<file path="src/rtl/alu_cmd_sequencer.sv">
// alu_cmd_sequencer
//   Feeds an external combinational 8-bit ALU from a command FIFO. Each command
//   applies acc <= ALU(acc, operand, op). When a command flagged last has been
//   executed, the accumulated value and the command count are offered on the
//   result port. The next sequence then starts again from zero.
//
// Ports
//   clk, rst_n         clock (rising edge), synchronous active-low reset
//   cmd_valid/ready    command handshake; cmd_ready is low while the FIFO is full or during reset
//   cmd_op/data/last   op (00 add, 01 sub, 10 xor, 11 shl), operand, end-of-sequence flag
//   alu_a/b/select     ALU operand A (the accumulator), operand B and op select
//   alu_result         combinational ALU output
//   res_valid/ready    result handshake
//   res_data/count     final accumulator and command count (count saturates at 0xFF)
module alu_cmd_sequencer #(
    parameter int unsigned DEPTH = 4
) (
    input  logic       clk,
    input  logic       rst_n,
    input  logic       cmd_valid,
    output logic       cmd_ready,
    input  logic [1:0] cmd_op,
    input  logic [7:0] cmd_data,
    input  logic       cmd_last,
    output logic [7:0] alu_a,
    output logic [7:0] alu_b,
    output logic [1:0] alu_select,
    input  logic [7:0] alu_result,
    output logic       res_valid,
    input  logic       res_ready,
    output logic [7:0] res_data,
    output logic [7:0] res_count
);

    localparam int unsigned AW = $clog2(DEPTH);
    localparam logic [AW:0] PtrOne = 1;

    typedef enum logic [1:0] {StIdle, StIssue, StDone} state_e;

    state_e state_q, state_d;

    // FIFO entry layout: {op[1:0], data[7:0], last}
    logic [10:0] fifo_mem [DEPTH];
    logic [AW:0] wr_ptr_q, rd_ptr_q;
    logic        fifo_empty, fifo_full;
    logic        push, pop;
    logic [10:0] head;

    logic [7:0] acc_q, acc_d;
    logic [7:0] count_q, count_d;
    logic [7:0] b_q;
    logic [1:0] sel_q;
    logic       last_q;

    // Pointers carry one extra wrap bit so full and empty can be told apart.
    assign fifo_empty = (wr_ptr_q == rd_ptr_q);
    assign fifo_full  = (wr_ptr_q[AW] != rd_ptr_q[AW]) &&
                        (wr_ptr_q[AW-1:0] == rd_ptr_q[AW-1:0]);
    assign cmd_ready  = rst_n && !fifo_full;
    assign push       = cmd_valid && cmd_ready;
    assign head       = fifo_mem[rd_ptr_q[AW-1:0]];

    // Storage needs no reset; the pointers define which entries are valid.
    always_ff @(posedge clk) begin
        if (push) begin
            fifo_mem[wr_ptr_q[AW-1:0]] <= {cmd_op, cmd_data, cmd_last};
        end
    end

    always_comb begin
        state_d = state_q;
        pop     = 1'b0;
        acc_d   = acc_q;
        count_d = count_q;
        unique case (state_q)
            StIdle: begin
                if (!fifo_empty) begin
                    pop     = 1'b1;
                    state_d = StIssue;
                end
            end
            StIssue: begin
                acc_d   = alu_result;
                count_d = (count_q == 8'hFF) ? 8'hFF : count_q + 8'd1;
                if (last_q) begin
                    state_d = StDone;
                end else if (!fifo_empty) begin
                    pop = 1'b1;  // back-to-back issue
                end else begin
                    state_d = StIdle;
                end
            end
            StDone: begin
                if (res_ready) begin
                    acc_d   = 8'h00;
                    count_d = 8'h00;
                    state_d = StIdle;
                end
            end
            default: begin
                state_d = StIdle;
            end
        endcase
    end

    always_ff @(posedge clk) begin
        if (!rst_n) begin
            state_q  <= StIdle;
            wr_ptr_q <= '0;
            rd_ptr_q <= '0;
            acc_q    <= 8'h00;
            count_q  <= 8'h00;
            b_q      <= 8'h00;
            sel_q    <= 2'b00;
            last_q   <= 1'b0;
        end else begin
            state_q <= state_d;
            acc_q   <= acc_d;
            count_q <= count_d;
            if (push) begin
                wr_ptr_q <= wr_ptr_q + PtrOne;
            end
            if (pop) begin
                rd_ptr_q <= rd_ptr_q + PtrOne;
                sel_q    <= head[10:9];
                b_q      <= head[8:1];
                last_q   <= head[0];
            end
        end
    end

    assign alu_a      = acc_q;
    assign alu_b      = b_q;
    assign alu_select = sel_q;
    assign res_valid  = (state_q == StDone);
    assign res_data   = acc_q;
    assign res_count  = count_q;

endmodule

</file>
<file path="config.mk">
export PLATFORM = sky130hd
export DESIGN_NAME = alu_cmd_sequencer
export DESIGN_NICKNAME = d
export VERILOG_FILES = /design/src/rtl/alu_cmd_sequencer.sv
export SDC_FILE = /design/constraint.sdc
export NUM_CORES = 1
export LEC_CHECK = 0
export ABC_AREA = 1
export CAP_MARGIN = 10
export CORE_UTILIZATION = 45
export CTS_CLUSTER_DIAMETER = 30
export DETAILED_ROUTE_END_ITERATION = 16
export PLACE_DENSITY = 0.69
export SLEW_MARGIN = 20
export SYNTH_ARGS = -nofsm -noshare
export SYNTH_HDL_FRONTEND = slang
export SYNTH_SLANG_ARGS = --single-unit
export TNS_END_PERCENT = 100
</file>
<file path="constraint.sdc">
create_clock -name clk -period 2.54 [get_ports clk]
set_input_delay 0.508 -clock clk [delete_from_list [all_inputs] [get_ports clk]]
set_output_delay 0.508 -clock clk [all_outputs]
set_load 0.03 [all_outputs]
</file>
# Word level (Yosys, flattened, before mapping)
# Memories as Yosys holds them, arrays and structs flattened. A register that Yosys moved wholly into a read port is not among the register bits.
# Cells that the tools add are included.
[totals]
input_bits = 23
regBits = 24
elab_cells = 41
ramBits = 44
memories = 1
[mem_list]
columns = ["memory", "words", "width", "read_ports", "rd_clocked_by_memory_dff", "write_ports", "line_no", "source"]
rows = [
  ["fifo_mem", 4, 11, 1, 1, 1, "43", "logic [10:0] fifo_mem [DEPTH];"],
]
[classes]
addsub = 3
n_eq_ne = 9
reduce_logical = 9
mux = 14
[ops]
columns = ["cell", "n"]
rows = [
  ["8-bit one-hot mux with 2 select lines", 2],
  ["8-bit 2-to-1 mux", 2],
  ["8-bit by 1-bit adder with 8-bit output, second input constant", 1],
  ["8-bit == test, second input constant", 1],
  ["2-bit 2-to-1 mux", 4],
  ["3-bit by 1-bit adder with 3-bit output, second input constant", 2],
  ["2-bit one-hot mux with 3 select lines", 1],
  ["1-bit 2-to-1 mux", 4],
  ["3-bit == test", 1],
  ["1-bit logical AND", 3],
  ["3-bit inequality test, second input constant", 1],
  ["3-bit AND reduction", 1],
  ["2-bit by 1-bit == test with 1-bit output, second input constant", 1],
  ["2-bit == test", 1],
  ["2-bit == test, second input constant", 1],
  ["1-bit logical NOT", 2],
  ["2-bit logical NOT", 1],
  ["2-bit by 1-bit inequality test with 1-bit output, second input constant", 1],
  ["2-bit inequality test, second input constant", 1],
  ["1-bit one-hot mux with 2 select lines", 1],
  ["2-bit AND reduction", 1],
  ["2-bit nonzero test", 1],
  ["1-bit inequality test", 1],
]

# Longest topological paths before layout
# Gate-level depths: netlist of run 1.
[depth]
ltp_word = 7
depth_mapped = 10
mapped_depth_nobuf = 9

# Least setup slack after synthesis of run 1
# Ideal clock, no wire load.
[synth_timing]
path_kind = "flip-flop to flip-flop"
startpoint = "reg rd_ptr_q[0]"
endpoint = "mem fifo_mem[0][0], enable pin"
stages_incl_launch_ff = 7
t_arrival_ps = 1394
slack_ps = 768
path_buffers = 0
setup_ps = 378
path_cell_list = "dfxtp_1 inv_2 nand2_1 nand2_1 nand3_1 nand3_2 nor2_1"
[synth_between]
elab_chain_len = 7
[synth_rtl]
columns = ["item", "line_no", "source"]
rows = [
  ["start, declared", "44", "logic [AW:0] wr_ptr_q, rd_ptr_q;"],
  ["start signal, assigned", "124", "rd_ptr_q <= rd_ptr_q + PtrOne;"],
  ["2-bit == test", "58", "(wr_ptr_q[AW-1:0] == rd_ptr_q[AW-1:0]);"],
  ["1-bit logical AND", "57", "assign fifo_full = (wr_ptr_q[AW] != rd_ptr_q[AW]) &&"],
  ["1-bit logical NOT", "59", "assign cmd_ready = rst_n && !fifo_full;"],
  ["1-bit logical AND", "59", ""],
  ["1-bit logical AND", "60", "assign push = cmd_valid && cmd_ready;"],
  ["1-bit 2-to-1 mux", "65", "if (push) begin"],
  ["1-bit 2-to-1 mux (implied by the code)", "66", "fifo_mem[wr_ptr_q[AW-1:0]] <= {cmd_op, cmd_data, cmd_last};"],
  ["end, declared", "43", ""],
]
# No other way between the ends.

# Worst setup path after layout of run 1
[layout_timing]
startpoint = "reg rd_ptr_q[0]"
endpoint = "out cmd_ready"
[layout_between]
elab_chain_len = 4
[layout_rtl]
columns = ["item", "line_no", "source"]
rows = [
  ["2-bit == test", "58", ""],
  ["1-bit logical AND", "57", ""],
  ["1-bit logical NOT", "59", ""],
  ["1-bit logical AND", "59", ""],
  ["end, declared", "21", "output logic cmd_ready,"],
]
# No other way between the ends.

==> run_summary.xml, run 1 <==
<?xml version="1.0" encoding="UTF-8"?>
<metrics>
  <group name="clock_network">
    <metric name="insertion_delay" unit="ns">0.35</metric>
    <metric name="cts_setup_buffers" unit="">0</metric>
    <metric name="ctsHoldBuffers" unit="">0</metric>
    <metric name="cts_root_cell" unit="">sky130_fd_sc_hd__clkbuf_8</metric>
    <metric name="cts-buffers-inserted" unit="">9</metric>
    <metric name="cts_resized" unit="">0</metric>
    <metric name="clock_tree.htree_level_count" unit="">3</metric>
    <metric name="clkSinkCount" unit="">79</metric>
    <metric name="clkTransAtPathRegs" unit="ns">0.07</metric>
    <metric name="ctsLongestPathBuffers" unit="">2</metric>
    <metric name="tritoncts_clock_tree" unit="">done</metric>
  </group>
  <group name="critical_path">
    <metric name="cp_max_fo" unit="">24</metric>
    <metric name="critPathRequiredTime" unit="ns">2.03</metric>
    <metric name="timing.critical_path.to_type" unit="">primary output</metric>
    <metric name="critical_path_cell_count" unit="">7</metric>
    <metric name="worst-setup-path-type" unit="">flip-flop to primary output</metric>
    <metric name="critical_path.slowest_cell" unit="">sky130_fd_sc_hd__dfxtp_1</metric>
    <metric name="critPathTopFamily" unit="">buffers and inverters</metric>
    <metric name="crit_chain" unit="">inv_2, nand2_1, nand2_1, nand3_1, nand2_1, inv_1, buf_4</metric>
    <metric name="critPathMostFrequentCell" unit="">sky130_fd_sc_hd__nand2_1</metric>
    <metric name="cp-startpoint" unit="">rd_ptr_q[0]</metric>
    <metric name="worst_path_largest_cell_delay" unit="ns">0.34</metric>
    <metric name="worst_r2r_path_depth" unit="">7</metric>
    <metric name="timing.reg2reg.setup_slack" unit="ns">0.81</metric>
    <metric name="crit-reg2reg-capture" unit="">fifo_mem[1][6]</metric>
    <metric name="critical_path_buf_inv_count" unit="">3</metric>
    <metric name="timing.critical_path.arrival" unit="ns">1.64</metric>
    <metric name="timing.rr.start" unit="">rd_ptr_q[0]</metric>
    <metric name="start_kind" unit="">flip-flop</metric>
  </group>
  <group name="grt">
    <metric name="largest_net_degree_at_the_start_of_global_routing" unit="">28</metric>
    <metric name="vias_in_the_first_global_route" unit="">2237</metric>
    <metric name="grt_antenna_before_repair" unit="">0</metric>
    <metric name="grt_use_total" unit="%">17.9</metric>
    <metric name="grt_pass1_wl" unit="microns">10400</metric>
    <metric name="total_global_routing_overflow" unit="">0</metric>
  </group>
  <group name="logic_synthesis">
    <metric name="yosys.cell_count.top_type" unit="">sky130_fd_sc_hd__nand2_1</metric>
    <metric name="synth-adder-area-share" unit="%">2.25</metric>
    <metric name="number_of_distinct_library_cells_after_synthesis" unit="">23</metric>
    <metric name="yosys_register_bits" unit="">79</metric>
    <metric name="yosysTopAreaCell" unit="">sky130_fd_sc_hd__edfxtp_1</metric>
    <metric name="syn_area_per_cell" unit="sq um">9.14</metric>
    <metric name="synth.cell_area" unit="sq um">3330</metric>
    <metric name="synth_simple_gate_area_share" unit="%">19.4</metric>
    <metric name="cell_count_after_synthesis" unit="">365</metric>
    <metric name="number_of_nets_produced_by_synthesis" unit="">394</metric>
    <metric name="share_of_cell_area_taken_by_muxes_after_synthesis" unit="%">0</metric>
    <metric name="synth_largest_type_area_fraction" unit="%">39.6</metric>
    <metric name="synth_compound_area_share" unit="%">9.34</metric>
    <metric name="netlist_top_cells_area" unit="">sky130_fd_sc_hd__edfxtp_1, sky130_fd_sc_hd__dfxtp_1, sky130_fd_sc_hd__nand2_1</metric>
    <metric name="synth_async_sr_flop_share" unit="%">0</metric>
    <metric name="synth_xor_area_share" unit="%">0.525</metric>
    <metric name="synth-warning-count" unit="">0</metric>
    <metric name="post_synth_most_frequent_cells" unit="">sky130_fd_sc_hd__nand2_1, sky130_fd_sc_hd__nor2_1, sky130_fd_sc_hd__edfxtp_1</metric>
    <metric name="synth_top_family_by_area" unit="">simple AND/OR/NAND/NOR gates</metric>
    <metric name="synth-edff-count" unit="">44</metric>
    <metric name="synth_sequential_area_ratio" unit="%">60.6</metric>
    <metric name="synth_flop_cell" unit="">sky130_fd_sc_hd__edfxtp_1</metric>
  </group>
  <group name="worst_hold_path">
    <metric name="hold_path_end" unit="">alu_a[0]</metric>
    <metric name="min_from" unit="">alu_a[0]</metric>
    <metric name="min-delay-path-class" unit="">flip-flop to flip-flop</metric>
    <metric name="worstHoldPathCells" unit="">2</metric>
  </group>
  <group name="layout">
    <metric name="area_growth_syn_to_layout" unit="%">25.1</metric>
    <metric name="nNetsFinal" unit="">448</metric>
    <metric name="antenna_cells" unit="">0</metric>
    <metric name="multi_input_comb_area" unit="sq um">1050</metric>
    <metric name="post_route_cells_drive_above_1_share" unit="%">6.62</metric>
    <metric name="nFillCells" unit="">649</metric>
    <metric name="final-seq-area" unit="sq um">2020</metric>
  </group>
  <group name="floorplanning">
    <metric name="initial_core_utilization" unit="%">46.2</metric>
    <metric name="design.core.area" unit="sq um">7210</metric>
    <metric name="placement_rows" unit="">31</metric>
    <metric name="ioPinCount" unit="">59</metric>
    <metric name="die_height" unit="microns">88.1</metric>
    <metric name="design.die.area" unit="sq um">7760</metric>
    <metric name="die_width" unit="microns">88.1</metric>
  </group>
  <group name="routing">
    <metric name="drt-vias-per-instance" unit="">4.81</metric>
    <metric name="detailedRoute.firstPassIterationCount" unit="">4</metric>
    <metric name="drt_iter0_markers" unit="">155</metric>
    <metric name="drc" unit="">0</metric>
    <metric name="route.detailed.wl_per_inst" unit="microns">12.1</metric>
    <metric name="vias" unit="">2510</metric>
    <metric name="routed_wirelength" unit="microns">6340</metric>
    <metric name="drtAntennaViolNets" unit="">0</metric>
  </group>
  <group name="place">
    <metric name="io_buffer_count" unit="">58</metric>
    <metric name="place.gp.congestion" unit="">0.799</metric>
    <metric name="hpwl" unit="microns">4230</metric>
  </group>
  <group name="timing">
    <metric name="relSlewSlack" unit="%">57.8</metric>
    <metric name="setup_viol_count_final" unit="">0</metric>
    <metric name="tightestPinTransition" unit="ns">0.633</metric>
    <metric name="hold_violations" unit="">0</metric>
    <metric name="finalCritPeriodShare" unit="%">84.4</metric>
    <metric name="setup_repair_after_global_routing_missed_its_margin" unit="">false</metric>
    <metric name="timing.fmax" unit="MHz">467</metric>
    <metric name="timing_max_transition_violations_final" unit="">0</metric>
    <metric name="post-route-min-period" unit="ns">2.14</metric>
    <metric name="setup_tns" unit="ns">0</metric>
    <metric name="holdWs" unit="ns">0.476</metric>
    <metric name="fin_skew" unit="ns">0.00629</metric>
  </group>
  <group name="pwr">
    <metric name="clockPowerShare" unit="%">23.3</metric>
    <metric name="vdd_ir_drop_max" unit="V">0.000461</metric>
    <metric name="intPower" unit="uW">2640</metric>
    <metric name="fin_total_pwr" unit="uW">4200</metric>
    <metric name="p_comb_share" unit="%">37.6</metric>
    <metric name="power.leakage" unit="uW">0.00161</metric>
    <metric name="power-per-cell-area" unit="nW/um^2">1010</metric>
    <metric name="p_sw" unit="uW">1560</metric>
    <metric name="sw_frac_of_total" unit="%">37.1</metric>
    <metric name="power.sequential.fraction" unit="%">39.1</metric>
  </group>
  <group name="outcome">
    <metric name="status" unit="">completed</metric>
  </group>
  <group name="flow_run">
    <metric name="number_of_maximum_capacitance_violations" unit="">0</metric>
  </group>
</metrics>
## layout by cell type (no fill, tap or decap), drive strengths merged, types with 2 or more instances in the layout
| master | instances |
|---|---|
| nand3 | 12 |
| clkinv | 4 |
| buf | 8 |
| o22ai | 11 |
| o21ai | 27 |
| clkdlybuf4s50 | 57 |
| nand4 | 3 |
| clkbuf | 9 |
| edfxtp | 44 |
| ha | 6 |
| xor2 | 2 |
| nand2 | 86 |
| a21oi | 20 |
| dfxtp | 35 |
| bufinv | 2 |
| nor2 | 60 |
| inv | 35 |
## registers in the layout, summed over array words and instances, names as in the netlist
register    count
wr_ptr_q        3
last_q          1
alu_b           8
rd_ptr_q        3
fifo_mem       44
alu_select      2
res_count       8
alu_a           8
state_q         2
## power groups by stage
stage / Clock (uW) / Combinational [uW] / Sequential, uW
after CTS: 1000 / 1590 / 1640
after global routing: 1050 / 1750 / 1660
final: 978 / 1580 / 1640
after detailed placement: 0 / 1590 / 1670
after floorplan: 0 / 898 / 1900
after global placement: 0 / 1580 / 1670
## worst max path at each step
stage,slack [ns],to
2_1_floorplan,0.77,fifo_mem[0][0]
3_3_place_gp,0.60,state_q[0]
3_5_place_dp,0.58,state_q[0]
4_1_cts,0.37,cmd_ready
5_1_grt,0.24,cmd_ready
6_report,0.40,cmd_ready
## layout make-up
cell class	count	area share [%]
clock buffer	9	2.97
clock inverter	6	2.07
inverter	36	3.24
multi-input combinational	228	25.2
sequential	79	48.5
tap	99	2.97
timing repair buffer	65	15.1
## tightest hold or removal path, delay by kind of cell, from the launching register on
kind / cells / cell delay [ns]
simple gates: 1 / 0.06
flops: 1 / 0.32
compound gates: 1 / 0.05
## per-stage QoR
stage	worst slack (ns)	utilization, %	area (sq um)	cells
finish	0.397	57.8	4170	522
global route	0.241	57.8	4170	522
CTS	0.368	57.8	4170	522
detailed placement	0.577	54.9	3960	507
global placement	0.600	54.9	3960	507
floorplan	0.768	-	3330	365
## cells by family after synthesis
| kind of cell | count (synthesis) |
|---|---|
| AND/OR/NAND/NOR | 161 |
| flip-flops | 79 |
| AO/OA/AOI/OAI | 59 |
| buffers and inverters | 58 |
| adder cells (fa/ha/maj) | 6 |
| XOR/XNOR | 2 |
## metal layers
layer	GRT usage (%)	wire, microns	up-vias
li1	-	-	1292
met1	23.1	2940	1127
met2	28.5	2900	77
met3	3.86	340	14
met4	9.68	161	0
met5	0	0	-
Power figures use the tool's default switching activity.
==> run 2, diff against run 1 <==
Clock period 2.54 ns to 2.2 ns, I/O delays scaled along.
==> run 2 against run 1 <==
Against the previous run: first-iteration DRC count decreased by 13%; register-to-register slack got worse by 0.27 ns; non-clock buffer count increased by 3; combinational power increased by 17%; via count decreased by 0.96%; worst hold slack about the same; global-route usage increased by 0.28 points; clock skew increased by 0.0016 ns; utilization increased by 0.14 points; flip-flop and latch count unchanged; sequential power increased by 16%; clock power increased by 5%; largest cell class unchanged; largest power group unchanged.
==> run_summary.xml, run 2 (same netlist as run 1, synthesis figures left out) <==
<?xml version="1.0" encoding="UTF-8"?>
<metrics>
  <group name="grt">
    <metric name="vias_in_the_first_global_route" unit="">2209</metric>
    <metric name="largest_net_degree_at_the_start_of_global_routing" unit="">28</metric>
    <metric name="grt_use_total" unit="%">18.2</metric>
    <metric name="grt_antenna_before_repair" unit="">0</metric>
    <metric name="total_global_routing_overflow" unit="">0</metric>
    <metric name="grt_pass1_wl" unit="microns">10600</metric>
  </group>
  <group name="clock_network">
    <metric name="insertion_delay" unit="ns">0.35</metric>
    <metric name="ctsLongestPathBuffers" unit="">2</metric>
    <metric name="clkTransAtPathRegs" unit="ns">0.08</metric>
    <metric name="clkSinkCount" unit="">79</metric>
    <metric name="cts-buffers-inserted" unit="">9</metric>
    <metric name="cts_root_cell" unit="">sky130_fd_sc_hd__clkbuf_8</metric>
    <metric name="tritoncts_clock_tree" unit="">done</metric>
    <metric name="clock_tree.htree_level_count" unit="">3</metric>
    <metric name="ctsHoldBuffers" unit="">0</metric>
  </group>
  <group name="layout">
    <metric name="final_cell_count_no_fill" unit="">525</metric>
    <metric name="area_growth_syn_to_layout" unit="%">25.4</metric>
    <metric name="post-route-cell-area" unit="sq um">4180</metric>
    <metric name="post_route_cells_drive_above_1_share" unit="%">7.75</metric>
    <metric name="nNetsFinal" unit="">451</metric>
    <metric name="antenna_cells" unit="">0</metric>
    <metric name="mostFrequentLayoutCells" unit="">sky130_fd_sc_hd__nand2_1, sky130_fd_sc_hd__nor2_1, sky130_fd_sc_hd__clkdlybuf4s50_1</metric>
    <metric name="layout.cells.most_common" unit="">sky130_fd_sc_hd__nand2_1</metric>
    <metric name="largest_reg_flops" unit="">44</metric>
    <metric name="final_util" unit="%">58.0</metric>
  </group>
  <group name="timing">
    <metric name="tightestPinTransition" unit="ns">0.631</metric>
    <metric name="fin_skew" unit="ns">0.00788</metric>
    <metric name="relSlewSlack" unit="%">57.9</metric>
    <metric name="setup_tns" unit="ns">0</metric>
    <metric name="layout_setup_ws" unit="ns">0.201</metric>
    <metric name="setup_repair_after_global_routing_missed_its_margin" unit="">false</metric>
    <metric name="post-route-min-period" unit="ns">2.00</metric>
    <metric name="setup_viol_count_final" unit="">0</metric>
    <metric name="hold_violations" unit="">0</metric>
    <metric name="timing.fmax" unit="MHz">500</metric>
    <metric name="timing_max_transition_violations_final" unit="">0</metric>
    <metric name="finalCritPeriodShare" unit="%">90.9</metric>
  </group>
  <group name="place">
    <metric name="io_buffer_count" unit="">58</metric>
    <metric name="dp_cells" unit="">508</metric>
    <metric name="placed_standard_cell_area" unit="sq um">3970</metric>
    <metric name="hpwl" unit="microns">4450</metric>
    <metric name="place.gp.congestion" unit="">0.796</metric>
    <metric name="minimum_setup_slack_after_placement" unit="ns">0.282</metric>
  </group>
  <group name="critical_path">
    <metric name="critPathRequiredTime" unit="ns">1.76</metric>
    <metric name="timing.rr.start" unit="">rd_ptr_q[1]</metric>
    <metric name="critPathMostFrequentCell" unit="">sky130_fd_sc_hd__nand2_1</metric>
    <metric name="timing.reg2reg.setup_slack" unit="ns">0.54</metric>
    <metric name="critical_path.slowest_cell" unit="">sky130_fd_sc_hd__dfxtp_1</metric>
    <metric name="crit_chain" unit="">buf_4, nand2_1, nand2_1, nand3_2, nand2_1, inv_1, buf_4</metric>
    <metric name="timing.critical_path.to_type" unit="">primary output</metric>
    <metric name="worst-setup-path-type" unit="">flip-flop to primary output</metric>
    <metric name="timing.critical_path.arrival" unit="ns">1.56</metric>
    <metric name="worst_path_largest_cell_delay" unit="ns">0.40</metric>
    <metric name="cp-startpoint" unit="">rd_ptr_q[1]</metric>
    <metric name="cp_max_fo" unit="">14</metric>
    <metric name="start_kind" unit="">flip-flop</metric>
  </group>
  <group name="routing">
    <metric name="detailedRoute.firstPassIterationCount" unit="">4</metric>
    <metric name="drc" unit="">0</metric>
    <metric name="routed_wirelength" unit="microns">6540</metric>
    <metric name="drt_iter0_markers" unit="">135</metric>
    <metric name="vias" unit="">2486</metric>
    <metric name="route.detailed.wl_per_inst" unit="microns">12.4</metric>
    <metric name="drtAntennaViolNets" unit="">0</metric>
    <metric name="drt-vias-per-instance" unit="">4.74</metric>
  </group>
  <group name="flow_run">
    <metric name="number_of_maximum_capacitance_violations" unit="">0</metric>
  </group>
  <group name="floorplanning">
    <metric name="placement_rows" unit="">31</metric>
    <metric name="die_width" unit="microns">88.1</metric>
    <metric name="die_height" unit="microns">88.1</metric>
    <metric name="initial_core_utilization" unit="%">46.2</metric>
    <metric name="design.die.area" unit="sq um">7760</metric>
    <metric name="ioPinCount" unit="">59</metric>
    <metric name="design.core.area" unit="sq um">7210</metric>
  </group>
  <group name="worst_hold_path">
    <metric name="min-delay-path-class" unit="">flip-flop to flip-flop</metric>
    <metric name="min_from" unit="">alu_a[0]</metric>
  </group>
  <group name="pwr">
    <metric name="power-per-cell-area" unit="nW/um^2">1140</metric>
    <metric name="power.leakage" unit="uW">0.00162</metric>
    <metric name="vdd_ir_drop_max" unit="V">0.000522</metric>
  </group>
  <group name="outcome">
    <metric name="status" unit="">completed</metric>
  </group>
</metrics>
## run 2: cell count changes in the layout (fill, tap and decap cells not counted), sizes merged
cell / before / now
clkdlybuf4s50: 57 / 56
bufinv: 2 / 1
dlymetal6s2s: 0 / 1
clkinvlp: 1 / 5
clkinv: 4 / 2
inv: 35 / 34
buf: 8 / 11
## run 2: where the power goes
| group | internal [uW] | total [uW] | switching [uW] |
|---|---|---|---|
| clock network | 512 | 1030 | 515 |
| logic | 682 | 1850 | 1170 |
| registers | 1770 | 1900 | 133 |
## run 2: routing by layer
layer  vias up  global-route usage [%]  wire length (microns)
met3        13                    4.05                    315
met5         -                       0                      0
met4         0                    9.38                    134
li1       1293                       -                      -
met2        63                    27.3                   2880
met1      1117                    24.8                   3210
## run 2: final cells by class
| class | instances | area (sq um) |
|---|---|---|
| inverters | 36 | 139 |
| clock buffers | 9 | 124 |
| multi-input cells | 228 | 1060 |
| repair buffers | 68 | 656 |
| fillers | 657 | 3030 |
| well taps | 99 | 124 |
| flip-flops and latches | 79 | 2020 |
| clock inverters | 6 | 62.6 |
## run 2: path summary, 6_finish.rpt
path / cells after the start / endpoint
min reg2reg: 2 / alu_a[0]
min: 2 / alu_a[0]
max: 7 / cmd_ready
max reg2reg: 7 / fifo_mem[3][2]
## run 2: repair_timing
action,4_1_cts,5_1_grt
setup endpoints to repair,0,2
gates resized for setup,0,3
endpoints found under the hold margin,0,0
buffers inserted,0,2
## run 2: metrics by stage
step	power, uW	hold slack, ns
after floorplan	3230	0.453
after global placement	3740	0.463
after detailed placement	3760	0.468
after CTS	4790	0.479
after global routing	5100	0.495
final	4780	0.476
## run 2: worst max-delay path: cells and delay by family, from the launching register on
family | cells | cell delay (ns)
buf+inv | 3 | 0.43
flops | 1 | 0.40
simple gates | 4 | 0.38
==> run 3, diff against run 2 <==
Settings changed: CORE_ASPECT_RATIO set to 2.
==> run 3 against run 2 <==
Against the previous run: final area increased by 3.0%; cell count is 1.3% lower; critical path depth decreased by 4; register-to-register slack lost 0.05 ns; count of clock-buffer cells in the layout up 1; maximum frequency decreased by 0.67%; worst setup slack got worse by 0.014 ns; worst hold slack worse by 0.0015 ns; first-iteration DRC count is 11% higher; non-clock buffer count fell by 1; wire length fell by 1.0%; utilization up 1.8 points; highest routed layer unchanged.
==> run_summary.xml, run 3 (same netlist as run 1, synthesis figures left out) <==
<?xml version="1.0" encoding="UTF-8"?>
<metrics>
  <group name="place">
    <metric name="place.gp.congestion" unit="">0.822</metric>
    <metric name="io_buffer_count" unit="">58</metric>
    <metric name="dp_cells" unit="">502</metric>
    <metric name="hpwl" unit="microns">4670</metric>
  </group>
  <group name="routing">
    <metric name="detailedRoute.firstPassIterationCount" unit="">4</metric>
    <metric name="route.detailed.wl_per_inst" unit="microns">12.5</metric>
    <metric name="drt_iter0_markers" unit="">150</metric>
    <metric name="routed_wirelength" unit="microns">6470</metric>
    <metric name="drtAntennaViolNets" unit="">0</metric>
    <metric name="vias" unit="">2502</metric>
    <metric name="drc" unit="">0</metric>
    <metric name="drt-vias-per-instance" unit="">4.83</metric>
  </group>
  <group name="timing">
    <metric name="setup_viol_count_final" unit="">0</metric>
    <metric name="setup_tns" unit="ns">0</metric>
    <metric name="setup_repair_after_global_routing_missed_its_margin" unit="">false</metric>
    <metric name="tightestPinTransition" unit="ns">0.620</metric>
    <metric name="hold_violations" unit="">0</metric>
    <metric name="relSlewSlack" unit="%">58.6</metric>
    <metric name="timing_max_transition_violations_final" unit="">0</metric>
    <metric name="timing.fmax" unit="MHz">497</metric>
    <metric name="post-route-min-period" unit="ns">2.01</metric>
    <metric name="fin_skew" unit="ns">0.00554</metric>
    <metric name="finalCritPeriodShare" unit="%">91.5</metric>
    <metric name="holdWs" unit="ns">0.475</metric>
  </group>
  <group name="clock_network">
    <metric name="tritoncts_clock_tree" unit="">done</metric>
    <metric name="ctsHoldBuffers" unit="">0</metric>
    <metric name="cts-buffers-inserted" unit="">9</metric>
    <metric name="cts_root_cell" unit="">sky130_fd_sc_hd__clkbuf_16</metric>
    <metric name="cts_setup_buffers" unit="">0</metric>
    <metric name="clock_tree.htree_level_count" unit="">3</metric>
    <metric name="cts_resized" unit="">0</metric>
    <metric name="clkSinkCount" unit="">79</metric>
    <metric name="ctsLongestPathBuffers" unit="">2</metric>
    <metric name="clkTransAtPathRegs" unit="ns">0.05</metric>
    <metric name="insertion_delay" unit="ns">0.34</metric>
  </group>
  <group name="grt">
    <metric name="largest_net_degree_at_the_start_of_global_routing" unit="">28</metric>
    <metric name="grt_use_total" unit="%">18.6</metric>
    <metric name="grt_antenna_before_repair" unit="">0</metric>
    <metric name="vias_in_the_first_global_route" unit="">2370</metric>
    <metric name="total_global_routing_overflow" unit="">0</metric>
    <metric name="grt_pass1_wl" unit="microns">10800</metric>
  </group>
  <group name="floorplanning">
    <metric name="initial_core_utilization" unit="%">46.2</metric>
    <metric name="die_width" unit="microns">62.9</metric>
    <metric name="ioPinCount" unit="">59</metric>
    <metric name="design.die.area" unit="sq um">7780</metric>
    <metric name="die_height" unit="microns">124</metric>
    <metric name="placement_rows" unit="">44</metric>
    <metric name="design.core.area" unit="sq um">7210</metric>
  </group>
  <group name="layout">
    <metric name="antenna_cells" unit="">0</metric>
    <metric name="mostFrequentLayoutCells" unit="">sky130_fd_sc_hd__nand2_1, sky130_fd_sc_hd__nor2_1, sky130_fd_sc_hd__clkdlybuf4s50_1</metric>
    <metric name="nFillCells" unit="">620</metric>
    <metric name="final_util" unit="%">59.7</metric>
    <metric name="layout.cells.most_common" unit="">sky130_fd_sc_hd__nand2_1</metric>
    <metric name="final_cell_count_no_fill" unit="">518</metric>
    <metric name="largest_reg_flops" unit="">44</metric>
    <metric name="nNetsFinal" unit="">450</metric>
    <metric name="area_growth_syn_to_layout" unit="%">29.2</metric>
    <metric name="post_route_cells_drive_above_1_share" unit="%">6.81</metric>
  </group>
  <group name="outcome">
    <metric name="status" unit="">completed</metric>
  </group>
  <group name="worst_hold_path">
    <metric name="min-delay-path-class" unit="">flip-flop to flip-flop</metric>
    <metric name="min_from" unit="">alu_a[3]</metric>
  </group>
  <group name="pwr">
    <metric name="power-per-cell-area" unit="nW/um^2">1260</metric>
    <metric name="vdd_ir_drop_max" unit="V">0.000771</metric>
    <metric name="power.leakage" unit="uW">0.00167</metric>
  </group>
  <group name="critical_path">
    <metric name="critPathRequiredTime" unit="ns">1.76</metric>
    <metric name="start_kind" unit="">flip-flop</metric>
    <metric name="cp_max_fo" unit="">3</metric>
    <metric name="timing.rr.start" unit="">rd_ptr_q[1]</metric>
    <metric name="cp-startpoint" unit="">state_q[1]</metric>
    <metric name="timing.critical_path.to_type" unit="">primary output</metric>
    <metric name="timing.critical_path.arrival" unit="ns">1.57</metric>
    <metric name="worst-setup-path-type" unit="">flip-flop to primary output</metric>
  </group>
  <group name="flow_run">
    <metric name="number_of_maximum_capacitance_violations" unit="">0</metric>
  </group>
</metrics>
## run 3: cell types whose count changed in the layout (fill, tap and decap cells not counted), sizes merged
cell	previous run	this run
dlymetal6s2s	1	0
clkbuf	9	10
inv	34	35
clkinv	2	3
buf	11	10
clkinvlp	5	1
bufinv	1	3
clkdlybuf4s50	56	57
## run 3: path summary, 6_finish.rpt
check	end	slack, ns	cells after the start
max	res_valid	0.19	3
min reg2reg	alu_a[3]	0.47	2
max reg2reg	fifo_mem[0][5]	0.49	7
min	alu_a[3]	0.47	2
## run 3: through the flow
| step | worst slack (ns) | power [uW] | instance area (sq um) |
|---|---|---|---|
| 3_3_place_gp | 0.333 | 3760 | 3970 |
| 6_report | 0.187 | 5410 | 4310 |
| 4_1_cts | 0.165 | 5480 | 4310 |
| 5_1_grt | 0.0838 | 5750 | 4310 |
| 3_5_place_dp | 0.273 | 3800 | 3970 |
| 2_1_floorplan | 0.428 | 3230 | 3330 |
## run 3: routing by layer
| layer | global-route usage [%] | vias to the layer above | routed length, microns |
|---|---|---|---|
| met4 | 10.0 | 0 | 125 |
| li1 | - | 1298 | - |
| met2 | 34.7 | 63 | 3580 |
| met3 | 4.76 | 10 | 263 |
| met1 | 18.3 | 1131 | 2500 |
| met5 | 0 | - | 0 |
## run 3: where the power goes
group	leakage [uW]	switching [uW]	internal, uW
registers	0.000687	146	1770
logic	0.000824	1160	672
clock network	0.000160	559	1110
## run 3: final cells by class
type	instances	area (sq um)	share of cell area [%]
inverter	36	135	3.14
multi-input combinational	228	1050	24.4
clock inverter	6	110	2.56
timing repair buffer	67	646	15.0
tap	92	115	2.67
sequential	79	2020	46.9
clock buffer	10	229	5.32
## run 3: worst max-delay path: stages, from the launching register on
cell and delay (ns):
sky130_fd_sc_hd__dfxtp_1 0.33, sky130_fd_sc_hd__inv_1 0.05, sky130_fd_sc_hd__nor2_1 0.16, sky130_fd_sc_hd__clkdlybuf4s50_1 0.70
